==> config.mk <==
export PLATFORM = sky130hd
export DESIGN_NAME = unidade_multdiv_flat
export DESIGN_NICKNAME = d
export VERILOG_FILES = /design/src/rtl/multdiv_pkg.sv /design/src/rtl/multdiv_if.sv /design/src/rtl/multdiv_sinal.sv /design/src/rtl/unidade_multdiv.sv /design/src/flat_wrapper.sv
export SDC_FILE = /design/constraint.sdc
export NUM_CORES = 1
export LEC_CHECK = 0
export CAP_MARGIN = 25
export CORE_MARGIN = 8
export CORE_UTILIZATION = 58
export DETAILED_ROUTE_END_ITERATION = 10
export GPL_TIMING_DRIVEN = 0
export PLACE_DENSITY = 0.82
export SYNTH_ARGS = -nofsm -noshare
export SYNTH_HDL_FRONTEND = slang
export SYNTH_SLANG_ARGS = --single-unit
==> constraint.sdc <==
create_clock -name clock -period 4.3 [get_ports clock]
set_input_delay 0.43 -clock clock [delete_from_list [all_inputs] [get_ports clock]]
set_output_delay 0.43 -clock clock [all_outputs]
set_load 0.01 [all_outputs]
==> src/rtl/multdiv_pkg.sv <==
// Shared constants for the HI/LO multiply/divide unit: op encodings, FSM states,
// default width and iteration count.
package multdiv_pkg;

  localparam int SIZE_DEF = 32;
  localparam int N_ITER   = 32;

  localparam logic [2:0] OP_MULT  = 3'b000;
  localparam logic [2:0] OP_MULTU = 3'b001;
  localparam logic [2:0] OP_DIV   = 3'b010;
  localparam logic [2:0] OP_DIVU  = 3'b011;
  localparam logic [2:0] OP_MTHI  = 3'b100;
  localparam logic [2:0] OP_MTLO  = 3'b101;

  typedef enum logic [1:0] {
    S_IDLE = 2'd0,
    S_CALC = 2'd1,
    S_FIX  = 2'd2
  } state_t;

endpackage

==> src/rtl/multdiv_if.sv <==
// Request/result bundle between the pipeline and the multiply/divide unit.
interface multdiv_if #(parameter int SIZE = 32);
  logic            start;
  logic [2:0]      op;
  logic [SIZE-1:0] Data1;
  logic [SIZE-1:0] Data2;
  logic            busy;
  logic            done;
  logic [SIZE-1:0] hi;
  logic [SIZE-1:0] lo;

  modport master (output start, op, Data1, Data2, input busy, done, hi, lo);
  modport slave  (input start, op, Data1, Data2, output busy, done, hi, lo);
endinterface

==> src/rtl/multdiv_sinal.sv <==
// Combinational sign handling: operand magnitudes going in, sign restoration of the
// raw 64-bit result coming out (whole-product negate, or per-half for divide).
module multdiv_sinal #(
  parameter int SIZE = 32
) (
  input  logic [SIZE-1:0]   a,
  input  logic [SIZE-1:0]   b,
  input  logic              signed_en,
  output logic              sgn_a,
  output logic              sgn_b,
  output logic [SIZE-1:0]   mag_a,
  output logic [SIZE-1:0]   mag_b,
  input  logic [2*SIZE-1:0] val,
  input  logic              neg_full,
  input  logic              neg_hi,
  input  logic              neg_lo,
  output logic [2*SIZE-1:0] res
);

  logic [SIZE-1:0] val_hi;
  logic [SIZE-1:0] val_lo;

  assign sgn_a  = signed_en & a[SIZE-1];
  assign sgn_b  = signed_en & b[SIZE-1];
  assign mag_a  = sgn_a ? -a : a;
  assign mag_b  = sgn_b ? -b : b;
  assign val_hi = val[2*SIZE-1:SIZE];
  assign val_lo = val[SIZE-1:0];

  always_comb begin
    res = val;
    if (neg_full) begin
      res = -val;
    end else begin
      res[2*SIZE-1:SIZE] = neg_hi ? -val_hi : val_hi;
      res[SIZE-1:0]      = neg_lo ? -val_lo : val_lo;
    end
  end

endmodule

==> src/rtl/unidade_multdiv.sv <==
// Iterative HI/LO multiply/divide unit (shift-add multiply, restoring divide).
// Define MULTDIV_DIV_EN to build DIV/DIVU; otherwise they behave as reserved ops.
//
// state  | meaning
// S_IDLE | waiting for start; MTHI/MTLO complete here
// S_CALC | one shift-add / restore step per cycle, SIZE cycles
// S_FIX  | sign correction, hi/lo write, done pulse
module unidade_multdiv
  import multdiv_pkg::*;
#(
  parameter int SIZE = SIZE_DEF
) (
  input  logic     clock,
  input  logic     reset_n,
  multdiv_if.slave bus
);

  localparam int CW = $clog2(SIZE);

  state_t            state, state_nxt;
  logic [CW-1:0]     cnt;
  logic [2*SIZE-1:0] acc;
  logic [SIZE-1:0]   opnd;
  logic              sign_a, sign_b;
  logic              done_r;
  logic [SIZE-1:0]   hi_r, lo_r;

  logic              is_div, div_zero;
  logic              accept_mul, accept_div, accept;
  logic              signed_op;
  logic              sgn_a, sgn_b;
  logic [SIZE-1:0]   mag_a, mag_b;
  logic [2*SIZE-1:0] fixed;
  logic [SIZE:0]     mul_sum;
  logic [2*SIZE-1:0] mul_next;

  assign signed_op  = (bus.op == OP_MULT) || (bus.op == OP_DIV);
  assign accept_mul = (state == S_IDLE) && bus.start &&
                      ((bus.op == OP_MULT) || (bus.op == OP_MULTU));
  assign accept     = accept_mul || accept_div;

  multdiv_sinal #(.SIZE(SIZE)) u_sinal (
    .a        (bus.Data1),
    .b        (bus.Data2),
    .signed_en(signed_op),
    .sgn_a    (sgn_a),
    .sgn_b    (sgn_b),
    .mag_a    (mag_a),
    .mag_b    (mag_b),
    .val      (acc),
    .neg_full (!is_div && (sign_a ^ sign_b)),
    .neg_hi   (is_div && sign_a),
    .neg_lo   (is_div && (sign_a ^ sign_b)),
    .res      (fixed)
  );

  // Multiplier sits in the low half and drains out as the partial product shifts in.
  assign mul_sum  = {1'b0, acc[2*SIZE-1:SIZE]} + (acc[0] ? {1'b0, opnd} : '0);
  assign mul_next = {mul_sum, acc[SIZE-1:1]};

`ifdef MULTDIV_DIV_EN
  logic [SIZE:0]     div_part, div_trial;
  logic [2*SIZE-1:0] div_next;

  assign accept_div = (state == S_IDLE) && bus.start &&
                      ((bus.op == OP_DIV) || (bus.op == OP_DIVU));
  assign div_part   = acc[2*SIZE-1:SIZE-1];
  assign div_trial  = div_part - {1'b0, opnd};
  assign div_next   = div_trial[SIZE] ? {div_part[SIZE-1:0], acc[SIZE-2:0], 1'b0}
                                      : {div_trial[SIZE-1:0], acc[SIZE-2:0], 1'b1};

  always_ff @(posedge clock or negedge reset_n) begin
    if (!reset_n) begin
      is_div   <= 1'b0;
      div_zero <= 1'b0;
    end else if (accept) begin
      is_div   <= accept_div;
      div_zero <= accept_div && (bus.Data2 == '0);
    end
  end
`else
  assign accept_div = 1'b0;
  assign is_div     = 1'b0;
  assign div_zero   = 1'b0;
`endif

  always_ff @(posedge clock or negedge reset_n) begin
    if (!reset_n) state <= S_IDLE;
    else          state <= state_nxt;
  end

  always_comb begin
    state_nxt = state;
    case (state)
      S_IDLE:  if (accept) state_nxt = S_CALC;
      S_CALC:  if (cnt == '0) state_nxt = S_FIX;
      S_FIX:   state_nxt = S_IDLE;
      default: state_nxt = S_IDLE;
    endcase
  end

  always_ff @(posedge clock or negedge reset_n) begin
    if (!reset_n) begin
      cnt    <= '0;
      acc    <= '0;
      opnd   <= '0;
      sign_a <= 1'b0;
      sign_b <= 1'b0;
      done_r <= 1'b0;
      hi_r   <= '0;
      lo_r   <= '0;
    end else begin
      done_r <= 1'b0;
      case (state)
        S_IDLE: begin
          if (bus.start && bus.op == OP_MTHI) hi_r <= bus.Data1;
          if (bus.start && bus.op == OP_MTLO) lo_r <= bus.Data1;
          if (accept) begin
            opnd   <= accept_div ? mag_b : mag_a;
            acc    <= {{SIZE{1'b0}}, (accept_div ? mag_a : mag_b)};
            sign_a <= sgn_a;
            sign_b <= sgn_b;
            cnt    <= CW'(N_ITER - 1);
          end
        end
        S_CALC: begin
`ifdef MULTDIV_DIV_EN
          acc <= is_div ? div_next : mul_next;
`else
          acc <= mul_next;
`endif
          if (cnt != '0) cnt <= cnt - 1'b1;
        end
        S_FIX: begin
          hi_r   <= fixed[2*SIZE-1:SIZE];
          lo_r   <= div_zero ? '1 : fixed[SIZE-1:0];
          done_r <= 1'b1;
        end
        default: ;
      endcase
    end
  end

  assign bus.busy = (state == S_CALC) || (state == S_FIX);
  assign bus.done = done_r;
  assign bus.hi   = hi_r;
  assign bus.lo   = lo_r;

endmodule
==> src/flat_wrapper.sv <==
// flat-port wrapper written by rule: the top's interface ports become plain ports
module unidade_multdiv_flat import multdiv_pkg::*;
#(
  parameter int SIZE = SIZE_DEF
)
  (clock, reset_n, bus_start, bus_op, bus_Data1, bus_Data2, bus_busy, bus_done, bus_hi, bus_lo);
  multdiv_if #(.SIZE(SIZE)) bus_i ();
  input  logic clock;
  input  logic reset_n;
  input wire logic [$bits(bus_i.start)-1:0] bus_start;
  input wire logic [$bits(bus_i.op)-1:0] bus_op;
  input wire logic [$bits(bus_i.Data1)-1:0] bus_Data1;
  input wire logic [$bits(bus_i.Data2)-1:0] bus_Data2;
  output wire logic [$bits(bus_i.busy)-1:0] bus_busy;
  output wire logic [$bits(bus_i.done)-1:0] bus_done;
  output wire logic [$bits(bus_i.hi)-1:0] bus_hi;
  output wire logic [$bits(bus_i.lo)-1:0] bus_lo;
  assign bus_i.start = bus_start;
  assign bus_i.op = bus_op;
  assign bus_i.Data1 = bus_Data1;
  assign bus_i.Data2 = bus_Data2;
  assign bus_busy = bus_i.busy;
  assign bus_done = bus_i.done;
  assign bus_hi = bus_i.hi;
  assign bus_lo = bus_i.lo;
  unidade_multdiv #(.SIZE(SIZE)) u_core (.clock(clock), .reset_n(reset_n), .bus(bus_i));
endmodule
==> results of run 1 <==
final cells by class:
| class | count | area share |
|---|---|---|
| Tap cell | 270 | 0.0241 |
| Buffer | 79 | 0.0217 |
| Multi-Input combinational cell | 1127 | 0.501 |
| Timing Repair Buffer | 136 | 0.0986 |
| Inverter | 38 | 0.0102 |
| Sequential cell | 170 | 0.303 |
| Clock buffer | 20 | 0.0318 |
| Clock inverter | 12 | 0.00971 |
repair_timing:
item / in CTS / in global routing
hold buffers: 0 / 0
resized for setup: 2 / 3
endpoints found under the setup margin: 3 / 5
report_power, final:
group	switching, mW	internal (mW)
Combinational	3.44	2.32
Clock	0.693	0.878
Sequential	0.748	2.31
Total	4.89	5.51
cells in the mapped netlist, drive strengths merged, types with 2 or more instances:
master / n / area [um2]
a2111oi: 2 / 17.5
a211oi: 45 / 338
a21boi: 2 / 15.0
a21o: 49 / 368
a21oi: 108 / 541
a22oi: 2 / 15.0
a311oi: 2 / 17.5
a31oi: 19 / 119
a41oi: 3 / 26.3
and2: 38 / 239
and2b: 2 / 15.0
and3: 6 / 37.5
and4: 2 / 17.5
buf: 9 / 40.0
clkbuf: 70 / 263
dfrtp: 170 / 4250
ha: 40 / 500
inv: 37 / 139
mux2i: 7 / 70.1
nand2: 175 / 657
nand2b: 9 / 63.8
nand3: 20 / 113
nand3b: 3 / 22.5
nand4: 9 / 56.3
nor2: 100 / 378
nor2b: 4 / 25.0
nor3: 30 / 166
nor3b: 6 / 45.0
nor4: 14 / 124
o211ai: 7 / 52.6
o21a: 4 / 30.0
o21ai: 175 / 876
o21bai: 3 / 22.5
o221ai: 7 / 61.3
o22ai: 4 / 25.0
o31ai: 25 / 203
o41ai: 12 / 120
or2: 6 / 40.0
or3: 19 / 119
or4: 16 / 139
xnor2: 62 / 543
xor2: 78 / 683
logic make-up after synthesis:
kind of cell,count (synthesis)
flops,170
mux,7
buf+inv,117
simple gates,461
xor+xnor,140
compound gates,478
fa+ha+maj,41
per-layer routing:
layer  up-vias  global-route usage  share of wire
met2       774               0.497           0.44
li1       5363                   -              -
met1      5698               0.434           0.41
met4         5               0.138          0.042
met3       125              0.0770           0.11
met5         -                   0         0.0018
critical path, stage by stage (launching register included):
cell	delay [ps]
dfrtp_1	320
clkbuf_1	400
clkbuf_2	360
and2_1	180
ha_1	200
inv_1	70
fa_1	370
and2b_1	260
o211ai_1	110
a31oi_2	400
a41oi_1	400
o21ai_2	390
o21ai_0	160
a21o_1	220
a32o_1	250
sequential cells by signal, summed over array words and instances, names as in the netlist:
register and flops:
u_core.bus.lo 32, u_core.state 2, u_core.bus.hi 32, u_core.sign_b 1, u_core.bus.done 1, u_core.acc 64, u_core.cnt 5, u_core.opnd 32
u_core.sign_a 1
how the worst min path moves through the flow:
stage               slack [ps]             end            from
global route                30   u_core.acc[3]         reset_n
finish                     -50   u_core.acc[3]         reset_n
global placement           450  u_core.opnd[0]  u_core.opnd[0]
CTS                          1   u_core.acc[3]         reset_n
detailed placement         460   u_core.acc[6]         reset_n
floorplan                  130   u_core.acc[0]         reset_n
through the flow:
step	setup TNS, ps	util	power (mW)	instance area (um2)
detailed placement	-836	0.671	8.63	13400
CTS	0	0.700	10.2	14000
floorplan	0	-	6.53	11700
global route	0	0.701	11.0	14000
finish	0	0.701	10.4	14000
global placement	-703010	0.669	8.48	13400
==> results.tsv, run 1 <==
metric	value	unit
synth_flop_cell	dfrtp_1	
multi_input_area	7040	um2
post-dp-hpwl	30.9	mm
ant_nets	0	
gp_congestion	0.966	
p_per_area	740	nW/um2
core_area	20000	um2
crit_fanout	10	
relSlewSlack	0.236	
grt_antenna_before_repair	1	
syn_area_per_cell	8.29	um2
crit_type	reg -> reg	
rows	52	
hold_ws	-52.1	ps
yosysWarnings	0	
dp_slack	-404	ps
cp_data_required_time	4630	ps
setup_ws	112	ps
violations	hold timing	
rrSetupSlack	110	ps
regArea	4250	um2
cts_setup_buffers	0	
period_needed	4190	ps
n_antenna_cell	0	
cts_tree	yes	
fin_nets	1680	
grt_max_degree	90	
grt-ovfl-total	0	
p_leak	5.99	nW
insertion_delay	440	ps
synthArstFlopShare	1.00	
clk_path_buf_depth	2	
post-route-period-util	0.974	
yosysUniqueCellTypes	72	
drtPass1Iterations	6	
setup_violations	0	
port_buffers	135	
cts.htree.levels	4	
drv_slew	0	
worstPathArrival	4520	ps
synth_top_family_by_area	compound AO/OA/AOI/OAI gates	
grt_pass1_wl	62.6	mm
drt_iter0_drc	1336	
grt_pass1_vias	11300	
ios	136	
synth-adder-area-share	0.0444	
place_inst	1820	
reg2reg_from	u_core.acc[0]	
tightest_slew	1150	ps
root_buffer	clkbuf_16	
post_synth_xor_area_fraction	0.105	
start_util	0.585	
dieArea	25000	um2
startpoint	u_core.acc[0]	
cap_viol_max_count	0	
final_cells	1852	
synth_compound_area_frac	0.250	
cts_sinks	170	
r2r-end	u_core.acc[55]	
vias	12000	
syn_to_final_growth	19.8	%
synth_edf_count	0	
syn_nets	1525	
hold_viol	20	
cp-endpoint	u_core.acc[55]	
end_kind	flop	
syn-cell-area	11700	um2
yosys.area_share.simple	0.194	
status	finished, violations left	
final_cell_mix	nand2_1 (175), dfrtp_1 (170), o21ai_0 (166)	
grt_usage	0.325	
wl_per_cell	21.8	um
drive_gt1_frac	0.0411	
path_clk_slew	70	ps
vias_per_cell	6.46	
skew	11.4	ps
drc_errors	0	
fill_cells	1642	
die_h	158	um
wl	40.3	mm
final_common_cell	nand2_1	
numCtsBuffers	17	
reg2reg_depth	14	
rsz0062_at_grt	false	
synth.area.mux_share	0.00598	
fmax	239	MHz
hp-class	in -> async	
syn_inst	1414	
ir_worst_vdd	0.497	mV
synth_seq_cells	170	
yosysSeqAreaShare	0.363	
start_kind	flop	
fp.dieW	158	um
(Power assumes the default switching activity.)
==> run 2, diff against run 1 <==
Settings changed: GPL_TIMING_DRIVEN 0 to not set.
==> results.tsv, run 2 (synthesis gave the netlist of run 1 again) <==
metric	value	unit	change
setup_violations	0		unchanged
grt_max_degree	95		+5.6%
ant_nets	0		unchanged
timing.critical_path.buf_inv	2		-1
clk_path_buf_depth	2		unchanged
hp-class	in -> async		
grt_usage	0.286		-0.0389
relSlewSlack	0.353		+0.117
insertion_delay	430	ps	about the same
wl_per_cell	19.7	um	-9.2%
numCtsBuffers	17		unchanged
p_leak	5.97	nW	-0.27%
cpMaxStageDelayCell	o21ai_0		
hold_ws	85.7	ps	+138 ps
path_clk_slew	70	ps	about the same
drv_slew	0		unchanged
cts.htree.levels	4		unchanged
grt-ovfl-total	0		unchanged
gp_congestion	0.964		-0.12%
crit_family	compound AO/OA/AOI/OAI gates		
crit_fanout	31		+21
crit_path_max_incr_delay	580	ps	+180 ps
hold_viol	0		-100%
drive_gt1_frac	0.0552		+0.0141
rsz0062_at_grt	false		
cap_viol_max_count	0		unchanged
final_common_cell	nand2_1		
crit_type	reg -> reg		
root_buffer	clkbuf_16		
ir_worst_vdd	0.782	mV	+57%
cts_tree	yes		
drt_iter0_drc	948		-29%
finalPower	10.0	mW	-3.5%
die_h	158	um	unchanged
grt_pass1_vias	10600		-6.4%
tightest_slew	970	ps	-176 ps
fin_nets	1620		-3.6%
p_per_area	722	nW/um2	-2.4%
period_needed	3630	ps	-553 ps
ios	136		unchanged
worstPathArrival	3950	ps	-570 ps
top_register	u_core.acc		
core_area	20000	um2	unchanged
start_kind	flop		
fmax	275	MHz	+15%
vias_per_cell	6.21		-4.0%
drtPass1Iterations	8		+2
fin_area	13900	um2	-1.1%
status	complete, no violations		
grt_antenna_before_repair	0		-1
start_util	0.585		unchanged
n_antenna_cell	0		unchanged
dieArea	25000	um2	unchanged
wl	35.4	mm	-12%
post-dp-hpwl	26.3	mm	-15%
fp.dieW	158	um	unchanged
post_dp_cell_area	13300	um2	-0.82%
cp_data_required_time	4610	ps	-20 ps
ctsHoldBuffers	0		unchanged
port_buffers	135		unchanged
post-route-period-util	0.845		-0.129
largest_reg_flops	64		unchanged
end_kind	flop		
skew	10.3	ps	-1.14 ps
ctsResizeCount	0		-2
cts_setup_buffers	0		unchanged
drc_errors	0		unchanged
cp_cell_sequence	buf_4, nand2_1, fa_1, and2b_1, o211ai_1, a31oi_1, buf_4, a41oi_1, o21ai_0, o21ai_0, a21o_1, a32o_1		
vias	11100		-7.1%
rows	52		unchanged
grt_pass1_wl	56.6	mm	-9.7%
cts_sinks	170		unchanged
syn_to_final_growth	18.4	%	
final_cell_mix	nand2_1 (175), dfrtp_1 (170), o21ai_0 (167)		
setup_tns	0	ps	unchanged
## run 2: changes by cell type in the layout (fill, tap and decap cells not counted), sizes merged
cell      change
buf          +10
bufinv        -2
clkbuf       -69
clkinv        +3
clkinvlp      -2
## run 2: layer usage
| metal | vias up | wire [um] | global-route usage |
|---|---|---|---|
| met5 | - | 0 | 0 |
| met4 | 0 | 821 | 0.0826 |
| met3 | 55 | 3000 | 0.0595 |
| met2 | 506 | 16800 | 0.465 |
| met1 | 5305 | 14800 | 0.379 |
| li1 | 5254 | - | - |
## run 2: final timing paths
kind | from | to | slack, ps | depth (start not counted)
max in group asynchronous | reset_n | u_core.acc[36] | 3250 | 2
min in group clock | u_core.bus.hi[13] | u_core.bus.hi[13] | 480 | 1
max reg2reg | u_core.acc[0] | u_core.acc[55] | 670 | 12
max | u_core.acc[0] | u_core.acc[55] | 670 | 12
min reg2reg | u_core.bus.hi[13] | u_core.bus.hi[13] | 480 | 1
min | reset_n | u_core.acc[6] | 90 | 1
## run 2: worst reg2reg max path, stage by stage, from the launching register on
cell      delay (ps)
dfrtp_1          470
buf_4            330
nand2_1          150
fa_1             420
and2b_1          260
o211ai_1          90
a31oi_1          170
buf_4            170
a41oi_1          220
o21ai_0          580
o21ai_0          200
a21o_1           220
a32o_1           260
## run 2: layout make-up
class,count,area [um2]
well taps,270,338
inverters,38,143
multi-input cells,1127,7090
repair buffers,155,1520
clock buffers,21,460
flip-flops and latches,170,4250
clock inverters,11,87.6
fillers,1669,6150
## run 2: report_power, final
group / total, mW / internal (mW) / switching, mW / leakage (nW)
clock: 1.47 / 0.780 / 0.686 / 0.269
combinational: 5.53 / 2.33 / 3.20 / 3.57
sequential: 3.04 / 2.31 / 0.727 / 2.14
total: 10.0 / 5.42 / 4.61 / 5.97
## run 2: metrics by stage
stage	utilization	setup slack [ps]	cells
floorplan	-	867	1414
global placement	0.666	843	1760
detailed placement	0.666	752	1760
CTS	0.693	707	1792
global route	0.693	382	1792
finish	0.693	665	1792
==> run 3, diff against run 2 <==
Clock period 4.3 ns to 3.4 ns, I/O delays scaled along.
==> results.tsv, run 3 (synthesis gave the netlist of run 1 again) <==
metric	value	unit	change
rows	52		unchanged
grt_pass1_wl	58.9	mm	+4.2%
cts_sinks	170		unchanged
post-dp-hpwl	27.9	mm	+6.3%
syn_to_final_growth	21.0	%	
internal_power	7.15	mW	+32%
p_leak	6.14	nW	+2.8%
multi_input_area	7090	um2	about the same
vias_per_cell	6.26		+0.83%
startpoint	u_core.acc[0]		
die_h	158	um	unchanged
fin_nets	1642		+1.4%
seqPwrFrac	0.290		-0.013
cap_viol_max_count	0		unchanged
rsz0062_at_grt	false		
p_per_area	939	nW/um2	+30%
power.net_switching	6.18	mW	+34%
start_kind	flop		
post_dp_cell_area	13500	um2	+1.5%
post-route-period-util	0.947		+0.102
swShare	0.463		+0.00335
numCtsBuffers	17		unchanged
port_buffers	135		unchanged
grt_antenna_before_repair	0		unchanged
drv_slew	0		unchanged
fin_util	0.708		+0.0153
grt_pass1_vias	11000		+3.6%
relSlewSlack	0.298		-0.0549
gp_congestion	0.998		+3.5%
period_needed	3220	ps	-413 ps
grt-ovfl-total	0		unchanged
fmax	310	MHz	+13%
worstPathArrival	3560	ps	-390 ps
combPwrFrac	0.550		about the same
tightest_slew	1050	ps	+82.3 ps
wl_per_cell	20.6	um	+4.1%
finalPower	13.3	mW	+33%
cp_data_required_time	3740	ps	-870 ps
grt_max_degree	95		unchanged
cts.htree.levels	4		unchanged
reg2reg_from	u_core.acc[0]		
whs_endpoint	u_core.bus.lo[8]		
hold_ws	478	ps	+392 ps
drtPass1Iterations	5		-3
cts_setup_buffers	0		unchanged
hp-class	reg -> reg		
start_util	0.585		unchanged
dieArea	25000	um2	unchanged
wl	37.3	mm	+5.4%
setup_tns	0	ps	unchanged
r2r-end	u_core.acc[59]		
end_kind	flop		
drc_errors	0		unchanged
p_clk_frac	0.160		+0.014
ir_worst_vdd	0.758	mV	-3.0%
n_antenna_cell	0		unchanged
skew	8.15	ps	-2.16 ps
clk_path_buf_depth	2		unchanged
drive_gt1_frac	0.0706		+0.0154
crit_type	reg -> reg		
root_buffer	clkbuf_16		
cts_tree	yes		
path_clk_slew	70	ps	about the same
ios	136		unchanged
crit_fanout	32		+3.2%
vias	11400		+2.1%
fp.dieW	158	um	unchanged
largest_reg_flops	64		unchanged
top_register	u_core.acc		
rrSetupSlack	180	ps	-490 ps
final_common_cell	nand2_1		
core_area	20000	um2	unchanged
status	complete, no violations		
regArea	4250	um2	unchanged
insertion_delay	450	ps	+20 ps
holdPathStages	1		
fill_cells	1633		-2.2%
fin_area	14200	um2	+2.2%
reg2reg_depth	11		-1
final_cell_mix	nand2_1 (175), dfrtp_1 (170), o21ai_0 (166)		
hold_viol	0		unchanged
ant_nets	0		unchanged
drt_iter0_drc	1224		+29%
setup_violations	0		unchanged
hp-start	u_core.bus.lo[8]		
grt_usage	0.304		+0.0177
[run 3: changes by cell type in the layout (fill, tap and decap cells not counted), sizes merged]
cell         change
dlygate4sd3      +1
buf             +21
bufinv           +3
clkinv           -3
inv              +3
clkinvlp         +1
clkbuf           -4
[run 3: how the worst max path moves through the flow]
stage | end | cells past startpoint
after floorplan | u_core.acc[55] | 14
after global placement | u_core.opnd[29] | 9
after detailed placement | u_core.acc[57] | 14
after CTS | u_core.acc[57] | 14
after global routing | u_core.acc[57] | 14
final | u_core.acc[59] | 11
[run 3: critical path, stage by stage, from the launching register on]
cell,delay (ps)
dfrtp_1,410
buf_12,170
and2_1,140
ha_1,370
a211oi_1,270
nor2_1,100
or3b_2,440
a21oi_1,190
o21ai_0,110
o21ai_0,450
a21oi_1,170
o32ai_1,270
[run 3: final cells by class]
| class | count | area share |
|---|---|---|
| flip-flops and latches | 170 | 0.300 |
| clock inverters | 15 | 0.0148 |
| inverters | 38 | 0.0101 |
| repair buffers | 177 | 0.122 |
| clock buffers | 17 | 0.0300 |
| well taps | 270 | 0.0238 |
| multi-input cells | 1127 | 0.499 |
[run 3: what timing repair did]
action	in CTS	in global routing
hold endpoints to repair	23	0
gates resized for setup	0	2
hold buffers	1	0
setup endpoints to repair	0	5
[run 3: per-layer routing]
layer  wire length, um  track usage  vias up
met2             17300        0.490      591
met4              1460        0.134        0
met5                 0            0        -
met3              3200       0.0478       93
met1             15300        0.398     5380
li1                  -            -     5286
[run 3: per-stage QoR]
step | cells | setup slack (ps)
after global placement | 1781 | 310
after detailed placement | 1781 | 222
after CTS | 1814 | 201
final | 1814 | 179
after global routing | 1814 | 18.0
after floorplan | 1414 | 86.6
[run 3: power groups by stage]
stage	Sequential (mW)	Clock, mW	Combinational, mW
finish	3.87	2.13	7.33
detailed placement	3.85	0	7.17
CTS	3.83	2.15	7.24
global placement	3.82	0	7.01
floorplan	3.72	0	4.53
global route	3.96	2.24	7.96
